<file path="src/rtl/flash_pkg.sv">
// Shared constants and types for the flash sample reader.
// Word-address/data widths, FSM state encoding and flash read latency.
package flash_pkg;

    localparam int ADDR_W       = 21;
    localparam int DATA_W       = 32;
    localparam int FLASH_RD_LAT = 1;

    typedef enum logic [1:0] {
        IDLE,
        FETCH,
        DRAIN
    } state_e;

endpackage

</file>
<file path="src/rtl/sample_fifo.sv">
// Small synchronous prefetch FIFO with occupancy count and flush.
// DEPTH must be a power of two so the pointers wrap naturally.
module sample_fifo #(
    parameter int  DATA_W = 32,
    parameter int  DEPTH  = 4,
    localparam int AW     = (DEPTH > 1) ? $clog2(DEPTH) : 1,
    localparam int CW     = AW + 1
) (
    input  logic              clk_i,
    input  logic              rst_ni,
    input  logic              flush_i,
    input  logic              push_i,
    input  logic [DATA_W-1:0] data_i,
    input  logic              pop_i,
    output logic [DATA_W-1:0] data_o,
    output logic [CW-1:0]     count_o,
    output logic              empty_o,
    output logic              full_o
);

    logic [DATA_W-1:0] mem_q [DEPTH];
    logic [AW-1:0]     wr_q;
    logic [AW-1:0]     rd_q;
    logic [CW-1:0]     cnt_q;
    logic              do_push;
    logic              do_pop;

    assign empty_o = (cnt_q == '0);
    assign full_o  = (cnt_q == CW'(DEPTH));
    assign count_o = cnt_q;
    assign data_o  = mem_q[rd_q];
    assign do_push = push_i & ~full_o;
    assign do_pop  = pop_i & ~empty_o;

    always_ff @(posedge clk_i or negedge rst_ni) begin
        if (!rst_ni) begin
            wr_q  <= '0;
            rd_q  <= '0;
            cnt_q <= '0;
            for (int i = 0; i < DEPTH; i++) begin
                mem_q[i] <= '0;
            end
        end else if (flush_i) begin
            wr_q  <= '0;
            rd_q  <= '0;
            cnt_q <= '0;
        end else begin
            if (do_push) begin
                mem_q[wr_q] <= data_i;
                wr_q        <= wr_q + 1'b1;
            end
            if (do_pop) begin
                rd_q <= rd_q + 1'b1;
            end
            cnt_q <= cnt_q + CW'(do_push) - CW'(do_pop);
        end
    end

endmodule

</file>
<file path="src/rtl/flash_sample_reader.sv">
// Streams a block of flash words into a prefetch FIFO for the audio path.
// Optional SAMPLE_LOOP_EN adds loop_enable for continuous looped playback.
module flash_sample_reader #(
    parameter int ADDR_W     = flash_pkg::ADDR_W,
    parameter int DATA_W     = flash_pkg::DATA_W,
    parameter int FIFO_DEPTH = 4
) (
    input  logic              CLK,
    input  logic              resetN,
    input  logic              start,
    input  logic              stop,
    input  logic [ADDR_W-1:0] base_addr,
    input  logic [ADDR_W-1:0] length,
`ifdef SAMPLE_LOOP_EN
    input  logic              loop_enable,
`endif
    output logic              busy,
    output logic              done,
    output logic [ADDR_W-1:0] flash_address,
    output logic [DATA_W-1:0] flash_dataIn,
    output logic              flash_writeEnable,
    output logic              flash_requestCE,
    input  logic [DATA_W-1:0] flash_dataOut,
    input  logic              flash_CE,
    output logic [DATA_W-1:0] sample_data,
    output logic              sample_valid,
    input  logic              sample_ready
);

    import flash_pkg::*;

    localparam int CW = $clog2(FIFO_DEPTH) + 1;

    state_e            state_q;
    logic              req_q;
    logic              done_q;
    logic              discard_q;
    logic [ADDR_W-1:0] addr_q;
    logic [ADDR_W-1:0] base_q;
    logic [ADDR_W-1:0] len_q;
    logic [ADDR_W-1:0] rem_q;
    logic [ADDR_W-1:0] rem_d;
    logic [CW-1:0]     fifo_cnt;
    logic [CW-1:0]     cnt_d;
    logic              fifo_empty;
    logic              fifo_full;
    logic              push;
    logic              pop;
    logic              credit;
    logic              loop_now;

`ifdef SAMPLE_LOOP_EN
    assign loop_now = loop_enable;
`else
    assign loop_now = 1'b0;
`endif

    assign busy              = (state_q != IDLE);
    assign done              = done_q;
    assign flash_address     = addr_q;
    assign flash_requestCE   = req_q;
    assign flash_dataIn      = '0;
    assign flash_writeEnable = 1'b0;
    assign sample_valid      = ~fifo_empty;

    assign pop   = sample_valid & sample_ready;
    assign push  = flash_CE & ~discard_q;
    assign cnt_d = fifo_cnt + CW'(push & ~fifo_full) - CW'(pop);
    assign rem_d = rem_q - ADDR_W'(req_q);

    // A word requested this cycle still lands in the FIFO, so it takes a slot
    assign credit = (cnt_d + CW'(req_q)) < CW'(FIFO_DEPTH);

    sample_fifo #(
        .DATA_W (DATA_W),
        .DEPTH  (FIFO_DEPTH)
    ) u_fifo (
        .clk_i   (CLK),
        .rst_ni  (resetN),
        .flush_i (stop),
        .push_i  (push),
        .data_i  (flash_dataOut),
        .pop_i   (pop),
        .data_o  (sample_data),
        .count_o (fifo_cnt),
        .empty_o (fifo_empty),
        .full_o  (fifo_full)
    );

    always_ff @(posedge CLK or negedge resetN) begin
        if (!resetN) begin
            state_q   <= IDLE;
            req_q     <= 1'b0;
            done_q    <= 1'b0;
            discard_q <= 1'b0;
            addr_q    <= '0;
            base_q    <= '0;
            len_q     <= '0;
            rem_q     <= '0;
        end else begin
            done_q    <= 1'b0;
            discard_q <= 1'b0;
            if (stop) begin
                state_q   <= IDLE;
                req_q     <= 1'b0;
                discard_q <= req_q;
            end else begin
                unique case (state_q)
                    IDLE: begin
                        if (start) begin
                            base_q <= base_addr;
                            len_q  <= length;
                            if (length == '0) begin
                                done_q <= 1'b1;
                            end else begin
                                state_q <= FETCH;
                                req_q   <= 1'b1;
                                addr_q  <= base_addr;
                                rem_q   <= length;
                            end
                        end
                    end
                    FETCH: begin
                        if (req_q) begin
                            addr_q <= addr_q + 1'b1;
                        end
                        rem_q <= rem_d;
                        if (rem_d == '0) begin
                            if (loop_now) begin
                                addr_q <= base_q;
                                rem_q  <= len_q;
                                req_q  <= credit;
                            end else begin
                                state_q <= DRAIN;
                                req_q   <= 1'b0;
                            end
                        end else begin
                            req_q <= credit;
                        end
                    end
                    DRAIN: begin
                        if (pop && !push && fifo_cnt == CW'(1)) begin
                            done_q  <= 1'b1;
                            state_q <= IDLE;
                        end
                    end
                    default: begin
                        state_q <= IDLE;
                    end
                endcase
            end
        end
    end

endmodule
</file>
<file path="config.mk">
export PLATFORM = sky130hd
export DESIGN_NAME = flash_sample_reader
export DESIGN_NICKNAME = d
export VERILOG_FILES = /design/src/rtl/flash_pkg.sv /design/src/rtl/sample_fifo.sv /design/src/rtl/flash_sample_reader.sv
export SDC_FILE = /design/constraint.sdc
export NUM_CORES = 1
export LEC_CHECK = 0
export ABC_CLOCK_PERIOD_IN_PS = 3900
export BUFFER_PORTS_ARGS = -buffer_cell sky130_fd_sc_hd__buf_2
export CAP_MARGIN = 20
export CORE_UTILIZATION = 57
export CTS_BUF_LIST = sky130_fd_sc_hd__clkbuf_8
export DETAILED_ROUTE_END_ITERATION = 10
export GPL_TIMING_DRIVEN = 0
export HOLD_SLACK_MARGIN = 0.08
export PLACE_DENSITY = 0.83
export SYNTH_ARGS = -nofsm -noshare
export SYNTH_HDL_FRONTEND = slang
export SYNTH_SLANG_ARGS = --single-unit
</file>
<file path="constraint.sdc">
create_clock -name CLK -period 3.9 [get_ports CLK]
set_input_delay 0.78 -clock CLK [delete_from_list [all_inputs] [get_ports CLK]]
set_output_delay 0.78 -clock CLK [all_outputs]
set_load 0.01 [all_outputs]
</file>
Word-level counts from Yosys, hierarchy flattened. Index checks and enable logic that the tools add are counted.

$add $sub $neg: 9. Magnitude comparators: 4. Equal/unequal tests: 11. Multiplexer cells: 35. Bitwise gates (word level): 12. Reduce and logical (&&, ||, !) cells: 18.

Operators by type and width (number): 128-bit bitwise mux (1); 21-bit two-way mux (5); 32-bit two-way mux (3); 21-bit case mux with 2 select lines (2); 32-bit binary-select mux with 2-bit select (1); 32-bit demux with 2-bit select (1); 21-bit zero test (2); 21-bit by 1-bit adder with 21-bit output (second input constant) (1); 21-bit by 1-bit subtractor with 21-bit output (1); 2-bit two-way mux (9); 3-bit != test (second input constant) (4); 1-bit two-way mux (9); 4-bit AND reduction (2); 2-bit nonzero test (4); 3-bit by 1-bit adder with 3-bit output (2); 3-bit greater-or-equal comparator (second input constant) (2); 2-bit != test (second input constant) (3); 2-bit inverter with 3-bit output (2); 2-bit case mux with 3 select lines (1); 3-bit by 1-bit subtractor with 3-bit output (2); 5-bit AND reduction (1); 2-bit by 1-bit adder with 2-bit output (second input constant) (2); 1-bit bitwise AND (4); 1-bit inverter (4); 18 further kinds (21).

Bits in registers: 182. Input port bits: 80. Output and inout port bits: 90. Word-level logic and storage cells: 102.

Depth between registers and ports, before layout. Gate-level depths: netlist of run 1.

Depth in word-level cells: 10. Gate-level depth with buffers: 13. Depth with buffers taken out: 12.

Hierarchy. From an unflattened synthesis of run 1, not the netlist that was laid out.

Cells, all modules: 801. Area, all modules: 10136.0 µm².

Modules (own cells, without submodules): sample_fifo (times used 1, cells each 360, area an instance 6603.8 µm²); flash_sample_reader (times used 1, cells each 441, area an instance 3532.1 µm²).

Worst setup path before layout of run 1. OpenSTA, ideal clock, no wires.

Path type: input to register. Start point: in length[17]. End point: reg addr_q[10], in the netlist flash_address[10]. Setup time: 0.137 ns. Data arrival time: 2.721 ns. Setup slack: 1.043 ns. Stages: 7. Path buffers: 1. Cell sequence: or4_1 > or4_1 > o2111ai_1 > clkbuf_1 > nor2_1 > nor2_1 > a21oi_1.

Longest elaborated chain between the ends: 3.

RTL lines: from (decl) (line flash_sample_reader.sv:13) `input logic [ADDR_W-1:0] length,`; 21-bit zero test (line flash_sample_reader.sv:113) `if (length == '0) begin`; 2-bit != test (no line); 5-bit AND reduction (no line); to (signal assigned) (line flash_sample_reader.sv:118) `addr_q <= base_addr;`; to (signal assigned) (line flash_sample_reader.sv:125) `addr_q <= addr_q + 1'b1;`; to (signal assigned) (line flash_sample_reader.sv:130) `addr_q <= base_q;`; to (decl) (line flash_sample_reader.sv:38) `logic [ADDR_W-1:0] addr_q;`.

Every way passes these cells. A chain may end at the register's enable or synchronous reset.

Worst setup path after layout of run 1.
Start point: reg req_q, in the netlist flash_requestCE. End point: reg req_q, in the netlist flash_requestCE.

Longest elaborated chain between the ends: 5.

RTL lines: from (decl) (line flash_sample_reader.sv:35) `logic req_q;`; from (signal assigned) (line flash_sample_reader.sv:132) `req_q <= credit;`; from (signal assigned) (line flash_sample_reader.sv:138) `req_q <= credit;`; 21-bit by 1-bit subtractor with 21-bit output / 3-bit by 1-bit adder with 3-bit output (equally long branches) (line flash_sample_reader.sv:69, flash_sample_reader.sv:72); 21-bit zero test / 3-bit < comparator (equally long branches) (line flash_sample_reader.sv:128, flash_sample_reader.sv:72); 1-bit two-way mux (*) (line flash_sample_reader.sv:128) `if (rem_d == '0) begin`; 1-bit case mux with 2 select lines (*) (line flash_sample_reader.sv:108) `unique case (state_q)`; 1-bit two-way mux (*) (line flash_sample_reader.sv:103) `if (stop) begin`.

Mark *: on every way between the ends. The rest lies on a longest branch, timed or not.

==> flow_metrics.py, run 1 <==
metrics = {
    "setup_path": {
        "end_kind": "flop",
        "crit_type": "reg2reg",
        "cp-start-kind": "flop",
        "crit_arrival_ns": 4.01,
        "timing.rr.start": "flash_requestCE$_DFFE_PN0P_",
        "path_max_fanout": 10,
        "required_ns": 4.27,
        "regToRegEndpoint": "flash_requestCE$_DFFE_PN0P_",
        "r2r_slack_ns": 0.25,
        "rr_worst_depth": 9,
    },
    "floorplan": {
        "core-area_um2": 16000,
        "initial_core_util_pct": 58.6,
        "placementRows": 46,
        "io_pins": 170,
        "die_area_um2": 17000,
        "dieWidth_um": 130,
        "die_height_um": 130,
    },
    "drt": {
        "dr_total_vias": 7123,
        "drt_iter0_drc": 498,
        "wire_per_inst_um": 18.2,
        "routed_wirelength_um": 22300,
        "viasPerCell": 5.82,
        "firstDrtPassIters": 6,
        "drtAntennaViolNets": 0,
        "drc_errors": 0,
    },
    "cells_and_area": {
        "multi_input_area_um2": 4420,
        "seq_area_um2": 4550,
        "final_nets": 1087,
        "area_delta_synth_final_pct": 16.6,
        "fill_cells": 1182,
        "drive_gt1_share_pct": 37.4,
    },
    "timing": {
        "setup_viol": 0,
        "tns_ns": 0,
        "worstMarginPinSlew_ns": 1.10,
        "clock_skew_ns": 0.0232,
        "max_slew_margin_pct": 26.0,
        "period_needed_ns": 3.65,
        "rsz0062_at_grt": "false",
        "post-route-period-util_pct": 93.5,
        "timing.fmax_mhz": 274,
        "layout_setup_ws_ns": 0.254,
        "drv_slew": 0,
        "hold_viol": 0,
    },
    "logic_synthesis": {
        "synth-async-reset-ratio_pct": 100,
        "synth_area_um2": 9380,
        "syn_avg_cell_area_um2": 11.7,
        "synth_edf_count": 0,
        "synth_cell_type_count": 64,
        "synth-seq-cells": 182,
        "yosys.area.top_type": "dfrtp_1",
        "synth_area_leaders": "dfrtp_1 (49%), mux2_2 (15%), mux4_2 (7.7%)",
        "synth_common_cells": "dfrtp_1 (182), mux2_2 (129), a21oi_1 (62)",
        "syn_inst": 804,
        "synthFlopType": "dfrtp_1",
        "synth_top_area_share_pct": 48.5,
        "yosysMostFrequentCell": "dfrtp_1",
        "seq_area_frac_synth_pct": 48.5,
        "yosys_warnings": 0,
    },
    "run_status": {
        "status": "finished, final reports clean",
    },
    "global_routing": {
        "top_usage_layer": "met2",
        "grt_pass1_wl_um": 34800,
        "grt_usage_pct": 27.1,
        "met1_usage_pct": 35.0,
        "grtUsageMet2_pct": 44.8,
        "grt_overflow_total": 0,
        "antenna_found_initial": 1,
        "grt_max_degree": 126,
        "grt.met3_usage_pct": 5.54,
        "grt_pass1_vias": 6819,
    },
    "clock_tree": {
        "insertion_delay_ns": 0.49,
        "clk_pin_slew_ns": 0.10,
        "clockBufferDepth": 2,
        "cts-buffers-inserted": 17,
        "cts.sinks": 182,
        "cts_setup_buffers": 0,
        "cts_hold_buf": 0,
        "root_buffer": "clkbuf_8",
        "ctsResizeCount": 0,
        "htreeDepth": 4,
        "cts_tree": "yes",
    },
    "power_and_ir_drop": {
        "p_leak_nw": 4.91,
        "p_total_mw": 7.01,
        "powerDensity_nw_per_um2": 640,
        "ir_worst_vdd_mv": 0.299,
    },
    "place": {
        "port_buffers": 136,
        "pre_cts_ws_ns": 0.382,
        "gp_congestion": 0.946,
        "hpwl_um": 15800,
    },
    "hold_path": {
        "hp-class": "in2async",
    },
    "flow_run": {
        "drv_cap": 0,
    },
}
## worst max path at each step
stage | startpoint | end | slack (ns)
final | flash_requestCE$_DFFE_PN0P_ | flash_requestCE$_DFFE_PN0P_ | 0.25
after global routing | flash_requestCE$_DFFE_PN0P_ | state_q[1]$_DFFE_PN0P_ | 0.11
after CTS | u_fifo.rd_q[0]$_DFFE_PN0P_ | sample_data[10] | 0.31
after detailed placement | flash_requestCE$_DFFE_PN0P_ | flash_requestCE$_DFFE_PN0P_ | 0.38
after global placement | resetN | flash_address[0]$_DFFE_PN0P_ | -0.89
after floorplan | length[17] | flash_address[10]$_DFFE_PN0P_ | 1.04
## layout make-up
class	count	area share [%]
repair buffers	138	6.61
clock inverters	15	1.91
plain buffers	86	4.16
flip-flops and latches	182	41.6
diodes	1	0.0229
multi-input cells	549	40.4
clock buffers	17	2.14
inverters	19	0.652
well taps	216	2.47
## layer usage
layer | up-vias | share of wire (%)
li1 | 3256 | -
met1 | 3482 | 41
met2 | 334 | 49
met3 | 49 | 8.2
met4 | 2 | 2.5
met5 | - | 0.058
## sequential cells by signal, summed over array words and instances (netlist names)
name / cells
state_q: 2
flash_address: 21
u_fifo.mem_q: 128
u_fifo.rd_q: 2
rem_q: 21
flash_requestCE: 1
u_fifo.wr_q: 2
discard_q: 1
u_fifo.count_o: 3
done: 1
## placed cells by master, fill, tap and decap left out, types with 7 or more instances in the layout
master,synthesis,final
nand2_1,36,36
ha_1,13,13
nand4_1,10,10
and3_1,8,8
nor4_1,7,7
nor2_1,46,46
buf_4,33,33
clkbuf_1,36,36
o21ai_0,44,44
a21oi_1,62,62
clkbuf_8,0,17
buf_1,15,15
buf_2,1,137
mux4_2,32,32
and2_1,7,7
conb_1,1,33
inv_1,19,19
mux2_2,129,129
nor3_1,20,20
nand3_1,16,16
dfrtp_1,182,182
## per-stage QoR
| stage | cell area (um2) | utilization [%] | hold slack (ns) | cells |
|---|---|---|---|---|
| CTS | 10900 | 68.3 | 0.224 | 1221 |
| global route | 10900 | 68.4 | 0.241 | 1222 |
| finish | 10900 | 68.4 | 0.224 | 1223 |
| global placement | 10500 | 65.3 | 0.484 | 1188 |
| detailed placement | 10500 | 65.6 | 0.491 | 1189 |
| floorplan | 9500 | - | 0.475 | 836 |
## power breakdown
group	switching (mW)	internal, mW
registers	0.491	2.58
logic	1.20	1.38
clock network	0.832	0.520
## cell families (layout without fill, tap and decap cells)
| logic type | count (synthesis) | after routing | share of synthesized area (%) |
|---|---|---|---|
| simple gates | 176 | 176 | 9.60 |
| xor+xnor | 8 | 8 | 0.747 |
| fa+ha+maj | 14 | 14 | 1.95 |
| buf+inv | 105 | 275 | 5.61 |
| mux | 165 | 165 | 23.6 |
| compound gates | 153 | 153 | 9.92 |
| other cells | 1 | 34 | 0.0400 |
| flops | 182 | 182 | 48.5 |
## worst max-delay path: stages (launching register included)
cell,delay [ns]
dfrtp_1,0.54
ha_1,0.22
ha_1,0.14
clkbuf_1,0.31
nor4b_2,0.68
nand3_1,0.33
or4_4,0.57
a211oi_2,0.32
nand4_2,0.18
a32o_1,0.25
No activity file was read; power rests on OpenSTA's default activity.
==> inputs of run 2 (changes only) <==
--- a/config.mk
+++ b/config.mk
@@ -13,7 +13,7 @@
 export DETAILED_ROUTE_END_ITERATION = 10
 export GPL_TIMING_DRIVEN = 0
 export HOLD_SLACK_MARGIN = 0.08
-export PLACE_DENSITY = 0.83
+export PLACE_DENSITY = 0.81
 export SYNTH_ARGS = -nofsm -noshare
 export SYNTH_HDL_FRONTEND = slang
 export SYNTH_SLANG_ARGS = --single-unit
==> run 2 against run 1 <==
Effect of this change:
- via count about the same
- fmax up 1.8%
- wire length down 2.7%
- global-route usage down 0.14 points
- critical path depth unchanged
- clock skew down 0.0088 ns
==> flow_metrics.py, run 2 (synthesis results as in run 1) <==
metrics = {
    "setup_path": {
        "cp-start-kind": "flop",
        "crit_type": "reg2reg",
        "required_ns": 4.25,
        "rr_worst_depth": 9,
        "path_max_fanout": 10,
        "crit_arrival_ns": 3.93,
        "end_kind": "flop",
    },
    "power_and_ir_drop": {
        "pwr-share-comb_pct": 36.8,
        "p_total_mw": 6.93,
        "p_leak_nw": 4.90,
        "netSwitchingFraction_pct": 34.4,
        "p_switching_mw": 2.39,
        "p_clk_share_pct": 19.2,
        "p_int_mw": 4.54,
        "p_seq_share_pct": 43.9,
        "powerDensity_nw_per_um2": 635,
        "ir_worst_vdd_mv": 0.341,
    },
    "cells_and_area": {
        "area_delta_synth_final_pct": 16.3,
        "final_util_pct": 68.2,
        "final_nets": 1086,
        "largest_reg_flops": 128,
        "antenna_cells": 0,
        "regMostFlops": "u_fifo.mem_q",
        "drive_gt1_share_pct": 37.3,
        "mostFrequentLayoutCells": "dfrtp_1 (182), buf_2 (136), mux2_2 (129), a21oi_1 (62), nor2_1 (46)",
        "stdcell_area_um2": 10900,
        "final_common_cell": "dfrtp_1",
    },
    "clock_tree": {
        "clk_pin_slew_ns": 0.10,
        "cts_setup_buffers": 0,
        "cts_hold_buf": 0,
        "ctsResizeCount": 0,
        "insertion_delay_ns": 0.46,
        "cts-buffers-inserted": 17,
        "root_buffer": "clkbuf_8",
        "clockBufferDepth": 2,
        "cts.sinks": 182,
        "cts_tree": "yes",
        "htreeDepth": 4,
    },
    "drt": {
        "drt_iter0_drc": 518,
        "viasPerCell": 5.84,
        "dr_total_vias": 7126,
        "wire_per_inst_um": 17.8,
        "routed_wirelength_um": 21700,
        "drtAntennaViolNets": 0,
        "drc_errors": 0,
        "firstDrtPassIters": 7,
    },
    "place": {
        "dpl-instance-area_um2": 10500,
        "gp_congestion": 0.932,
        "hpwl_um": 15300,
        "port_buffers": 136,
    },
    "floorplan": {
        "dieWidth_um": 130,
        "die_height_um": 130,
        "die_area_um2": 17000,
        "initial_core_util_pct": 58.6,
        "io_pins": 170,
        "placementRows": 46,
        "core-area_um2": 16000,
    },
    "timing": {
        "max_slew_margin_pct": 29.0,
        "hold_viol": 0,
        "period_needed_ns": 3.58,
        "clock_skew_ns": 0.0144,
        "tns_ns": 0,
        "holdWs_ns": 0.282,
        "rsz0062_at_grt": "false",
        "setup_viol": 0,
        "post-route-period-util_pct": 91.8,
        "drv_slew": 0,
        "timing.fmax_mhz": 279,
        "worstMarginPinSlew_ns": 1.06,
    },
    "global_routing": {
        "grt_usage_pct": 27.0,
        "grt_max_degree": 107,
        "grt_pass1_wl_um": 35000,
        "grt_overflow_total": 0,
        "antenna_found_initial": 0,
        "grt_pass1_vias": 6953,
    },
    "flow_run": {
        "drv_cap": 0,
    },
    "run_status": {
        "status": "finished, final reports clean",
    },
    "hold_path": {
        "hp-class": "in2async",
    },
}
==> run 2: per-layer routing <==
metal,track usage (%),vias up,part of all wire [%]
li1,-,3263,-
met1,35.0,3469,42
met2,44.0,346,48
met3,6.64,48,7.8
met4,10.1,0,2.2
met5,0,-,0
==> run 2: power by group through the flow <==
stage | Clock [mW] | Sequential, mW | Combinational, mW
2_1_floorplan | 0 | 2.96 | 1.80
3_3_place_gp | 0 | 3.02 | 2.48
3_5_place_dp | 0 | 3.06 | 2.57
4_1_cts | 1.36 | 3.03 | 2.57
5_1_grt | 1.44 | 3.13 | 2.81
6_report | 1.33 | 3.04 | 2.55
==> run 2: critical path, stage by stage (launching register included) <==
cell and delay, ns:
dfrtp_1 0.52, ha_1 0.21, ha_1 0.14, clkbuf_1 0.29
nor4b_2 0.68, nand3_1 0.32, or4_4 0.58, a211oi_2 0.29
nand4_2 0.19, a32o_1 0.25
==> run 2: worst paths after layout <==
kind	start	end	slack (ns)
worst max-delay path	flash_requestCE$_DFFE_PN0P_	flash_requestCE$_DFFE_PN0P_	0.32
worst min-delay path	resetN	u_fifo.mem_q[70]$_DFFE_PN0P_	0.28
worst min register to register	u_fifo.mem_q[44]$_DFFE_PN0P_	u_fifo.mem_q[44]$_DFFE_PN0P_	0.51
min in group CLK	u_fifo.mem_q[44]$_DFFE_PN0P_	u_fifo.mem_q[44]$_DFFE_PN0P_	0.51
worst max register to register	flash_requestCE$_DFFE_PN0P_	flash_requestCE$_DFFE_PN0P_	0.32
max in group asynchronous	resetN	u_fifo.mem_q[57]$_DFFE_PN0P_	2.67
==> run 2: through the flow <==
step / setup WS (ns) / instances
finish: 0.320 / 1221
global route: 0.181 / 1221
CTS: 0.371 / 1221
detailed placement: 0.458 / 1189
global placement: -0.884 / 1188
floorplan: 1.04 / 836
==> run 2: cell type report <==
class	count	area [um2]
fillers	1222	5090
multi-input cells	549	4420
flip-flops and latches	182	4550
inverters	19	71.3
clock inverters	13	159
well taps	216	270
repair buffers	137	718
plain buffers	86	455
clock buffers	19	262
==> inputs of run 3 (changes only) <==
--- a/config.mk
+++ b/config.mk
@@ -5,7 +5,6 @@
 export SDC_FILE = /design/constraint.sdc
 export NUM_CORES = 1
 export LEC_CHECK = 0
-export ABC_CLOCK_PERIOD_IN_PS = 3900
 export BUFFER_PORTS_ARGS = -buffer_cell sky130_fd_sc_hd__buf_2
 export CAP_MARGIN = 20
 export CORE_UTILIZATION = 57
@@ -16,4 +15,5 @@
 export PLACE_DENSITY = 0.81
 export SYNTH_ARGS = -nofsm -noshare
 export SYNTH_HDL_FRONTEND = slang
+export SYNTH_HIERARCHICAL = 1
 export SYNTH_SLANG_ARGS = --single-unit
==> constraint.sdc (replaced) <==
create_clock -name CLK -period 4.3 [get_ports CLK]
set_input_delay 0.86 -clock CLK [delete_from_list [all_inputs] [get_ports CLK]]
set_output_delay 0.86 -clock CLK [all_outputs]
set_load 0.01 [all_outputs]
==> run 3 against run 2 <==
Effect of this change:
- register-to-register slack better by 1.0 ns
- global-route usage is 0.31 points lower
- sequential power fell by 6.9%
- highest routed layer unchanged
- critical path depth decreased by 5
- sequential share of layout area decreased by 2.6 points
- count of clock-buffer cells in the layout down 1
- total power decreased by 7.1%
- core utilization fell by 1.1 points
- largest cell class is now multi-input combinational cells
==> flow_metrics.py, run 3 <==
metrics = {
    "run_status": {
        "status": "finished, final reports clean",
    },
    "setup_path": {
        "rr_worst_depth": 8,
        "r2r_slack_ns": 1.33,
        "cp-start-kind": "flop",
        "end_kind": "output port",
        "crit_arrival_ns": 2.30,
        "timing.rr.start": "flash_requestCE$_DFFE_PN0P_",
        "required_ns": 3.44,
        "path_max_fanout": 10,
        "crit_type": "reg2out",
        "worstSetupStartpoint": "u_fifo/rd_q[1]$_DFFE_PN0P_",
        "regToRegEndpoint": "state_q[1]$_DFFE_PN0P_",
        "critPathCapture": "sample_data[18]",
    },
    "timing": {
        "max_slew_margin_pct": 27.1,
        "worstMarginPinSlew_ns": 1.08,
        "clock_skew_ns": 0.0188,
        "hold_viol": 0,
        "tns_ns": 0,
        "setup_viol": 0,
        "post-route-period-util_pct": 73.5,
        "rsz0062_at_grt": "false",
        "drv_slew": 0,
        "layout_setup_ws_ns": 1.14,
        "period_needed_ns": 3.16,
        "timing.fmax_mhz": 317,
    },
    "drt": {
        "drtAntennaViolNets": 0,
        "drt_iter0_drc": 589,
        "viasPerCell": 5.78,
        "wire_per_inst_um": 19.0,
        "routed_wirelength_um": 23300,
        "drc_errors": 0,
        "dr_total_vias": 7088,
        "firstDrtPassIters": 6,
    },
    "floorplan": {
        "dieWidth_um": 135,
        "initial_core_util_pct": 58.4,
        "core-area_um2": 17400,
        "placementRows": 48,
        "io_pins": 170,
        "die_height_um": 135,
        "die_area_um2": 18300,
    },
    "cells_and_area": {
        "final_util_pct": 67.0,
        "fill_cells": 1260,
        "final_common_cell": "dfrtp_1",
        "area_delta_synth_final_pct": 14.8,
        "regMostFlops": "u_fifo/mem_q",
        "antenna_cells": 0,
        "largest_reg_flops": 128,
        "mostFrequentLayoutCells": "dfrtp_1 (182), buf_2 (142), mux2_4 (120), a21oi_1 (57), nor2_1 (44)",
        "final_nets": 1082,
        "drive_gt1_share_pct": 41.1,
    },
    "global_routing": {
        "antenna_found_initial": 0,
        "grt_pass1_wl_um": 37300,
        "grt_max_degree": 126,
        "grt_usage_pct": 26.7,
        "grt_pass1_vias": 7012,
        "grt_overflow_total": 0,
    },
    "clock_tree": {
        "cts_setup_buffers": 0,
        "insertion_delay_ns": 0.48,
        "root_buffer": "clkbuf_8",
        "cts_tree": "yes",
        "htreeDepth": 4,
        "cts_hold_buf": 0,
        "cts.sinks": 182,
        "cts-buffers-inserted": 17,
        "clk_pin_slew_ns": 0.10,
        "clockBufferDepth": 2,
        "ctsResizeCount": 0,
    },
    "logic_synthesis": {
        "seq_area_frac_synth_pct": 44.9,
        "synth_top_area_share_pct": 44.9,
        "synth-async-reset-ratio_pct": 100,
        "synth_area_leaders": "dfrtp_1 (45%), mux2_4 (18%), mux4_2 (7.1%)",
        "synth-seq-cells": 182,
        "yosys_warnings": 6,
        "synth_area_um2": 10100,
        "synth_edf_count": 0,
        "yosysMostFrequentCell": "dfrtp_1",
        "yosys.area.top_type": "dfrtp_1",
        "synth_common_cells": "dfrtp_1 (182), mux2_4 (120), a21oi_1 (57)",
        "synth_cell_type_count": 63,
        "synthFlopType": "dfrtp_1",
        "syn_avg_cell_area_um2": 12.7,
        "syn_inst": 801,
    },
    "flow_run": {
        "drv_cap": 0,
    },
    "power_and_ir_drop": {
        "powerDensity_nw_per_um2": 553,
        "p_leak_nw": 5.33,
        "p_total_mw": 6.44,
        "ir_worst_vdd_mv": 0.363,
    },
    "place": {
        "port_buffers": 135,
        "hpwl_um": 16300,
        "gp_congestion": 0.938,
        "pre_cts_ws_ns": 1.27,
    },
    "hold_path": {
        "hp-class": "in2async",
    },
}
-- run 3: layer usage --
layer,wire length (um),GRT usage (%)
met1,10100,36.7
met4,435,7.93
met3,1610,6.81
met5,0,0
met2,11200,41.7
-- run 3: cell type report --
cell class | count | area (um2) | area share (%)
Timing Repair Buffer | 136 | 713 | 6.13
Clock inverter | 14 | 133 | 1.14
Multi-Input combinational cell | 547 | 4920 | 42.3
Tap cell | 225 | 282 | 2.42
Buffer | 85 | 712 | 6.12
Inverter | 19 | 71.3 | 0.613
Clock buffer | 18 | 248 | 2.13
Sequential cell | 182 | 4550 | 39.1
-- run 3: worst min path at each step --
stage,startpoint,endpoint,cells past startpoint
after global routing,resetN,u_fifo/mem_q[102]$_DFFE_PN0P_,1
after CTS,resetN,u_fifo/mem_q[102]$_DFFE_PN0P_,1
final,resetN,u_fifo/mem_q[102]$_DFFE_PN0P_,1
after floorplan,rem_q[12]$_DFFE_PN0P_,rem_q[12]$_DFFE_PN0P_,1
after detailed placement,rem_q[12]$_DFFE_PN0P_,rem_q[12]$_DFFE_PN0P_,1
after global placement,rem_q[12]$_DFFE_PN0P_,rem_q[12]$_DFFE_PN0P_,1
-- run 3: critical path, stage by stage (launching register included) --
cell,delay [ns]
dfrtp_1,0.33
clkbuf_1,0.33
clkbuf_1,0.58
mux4_2,0.43
buf_2,0.16
-- run 3: cells by family after synthesis --
family,share of synthesized area (%)
multiplexers,26.2
flip-flops,44.9
AND/OR/NAND/NOR,9.68
XOR/XNOR,0.778
other,0.0370
AO/OA/AOI/OAI,8.86
buffers and inverters,7.73
adder cells (fa/ha/maj),1.80
-- run 3: per-stage QoR --
step	area [um2]	hold slack, ns	std cells
global route	11600	0.288	1226
CTS	11600	0.273	1226
detailed placement	11300	0.479	1194
global placement	11200	0.481	1193
floorplan	10300	0.450	833
finish	11600	0.282	1226
-- run 3: power breakdown --
group | internal (mW) | total [mW] | leakage [nW] | switching [mW]
Combinational | 1.49 | 2.48 | 2.89 | 0.989
Sequential | 2.35 | 2.83 | 2.25 | 0.476
Clock | 0.443 | 1.13 | 0.188 | 0.687
Total | 4.28 | 6.44 | 5.33 | 2.15
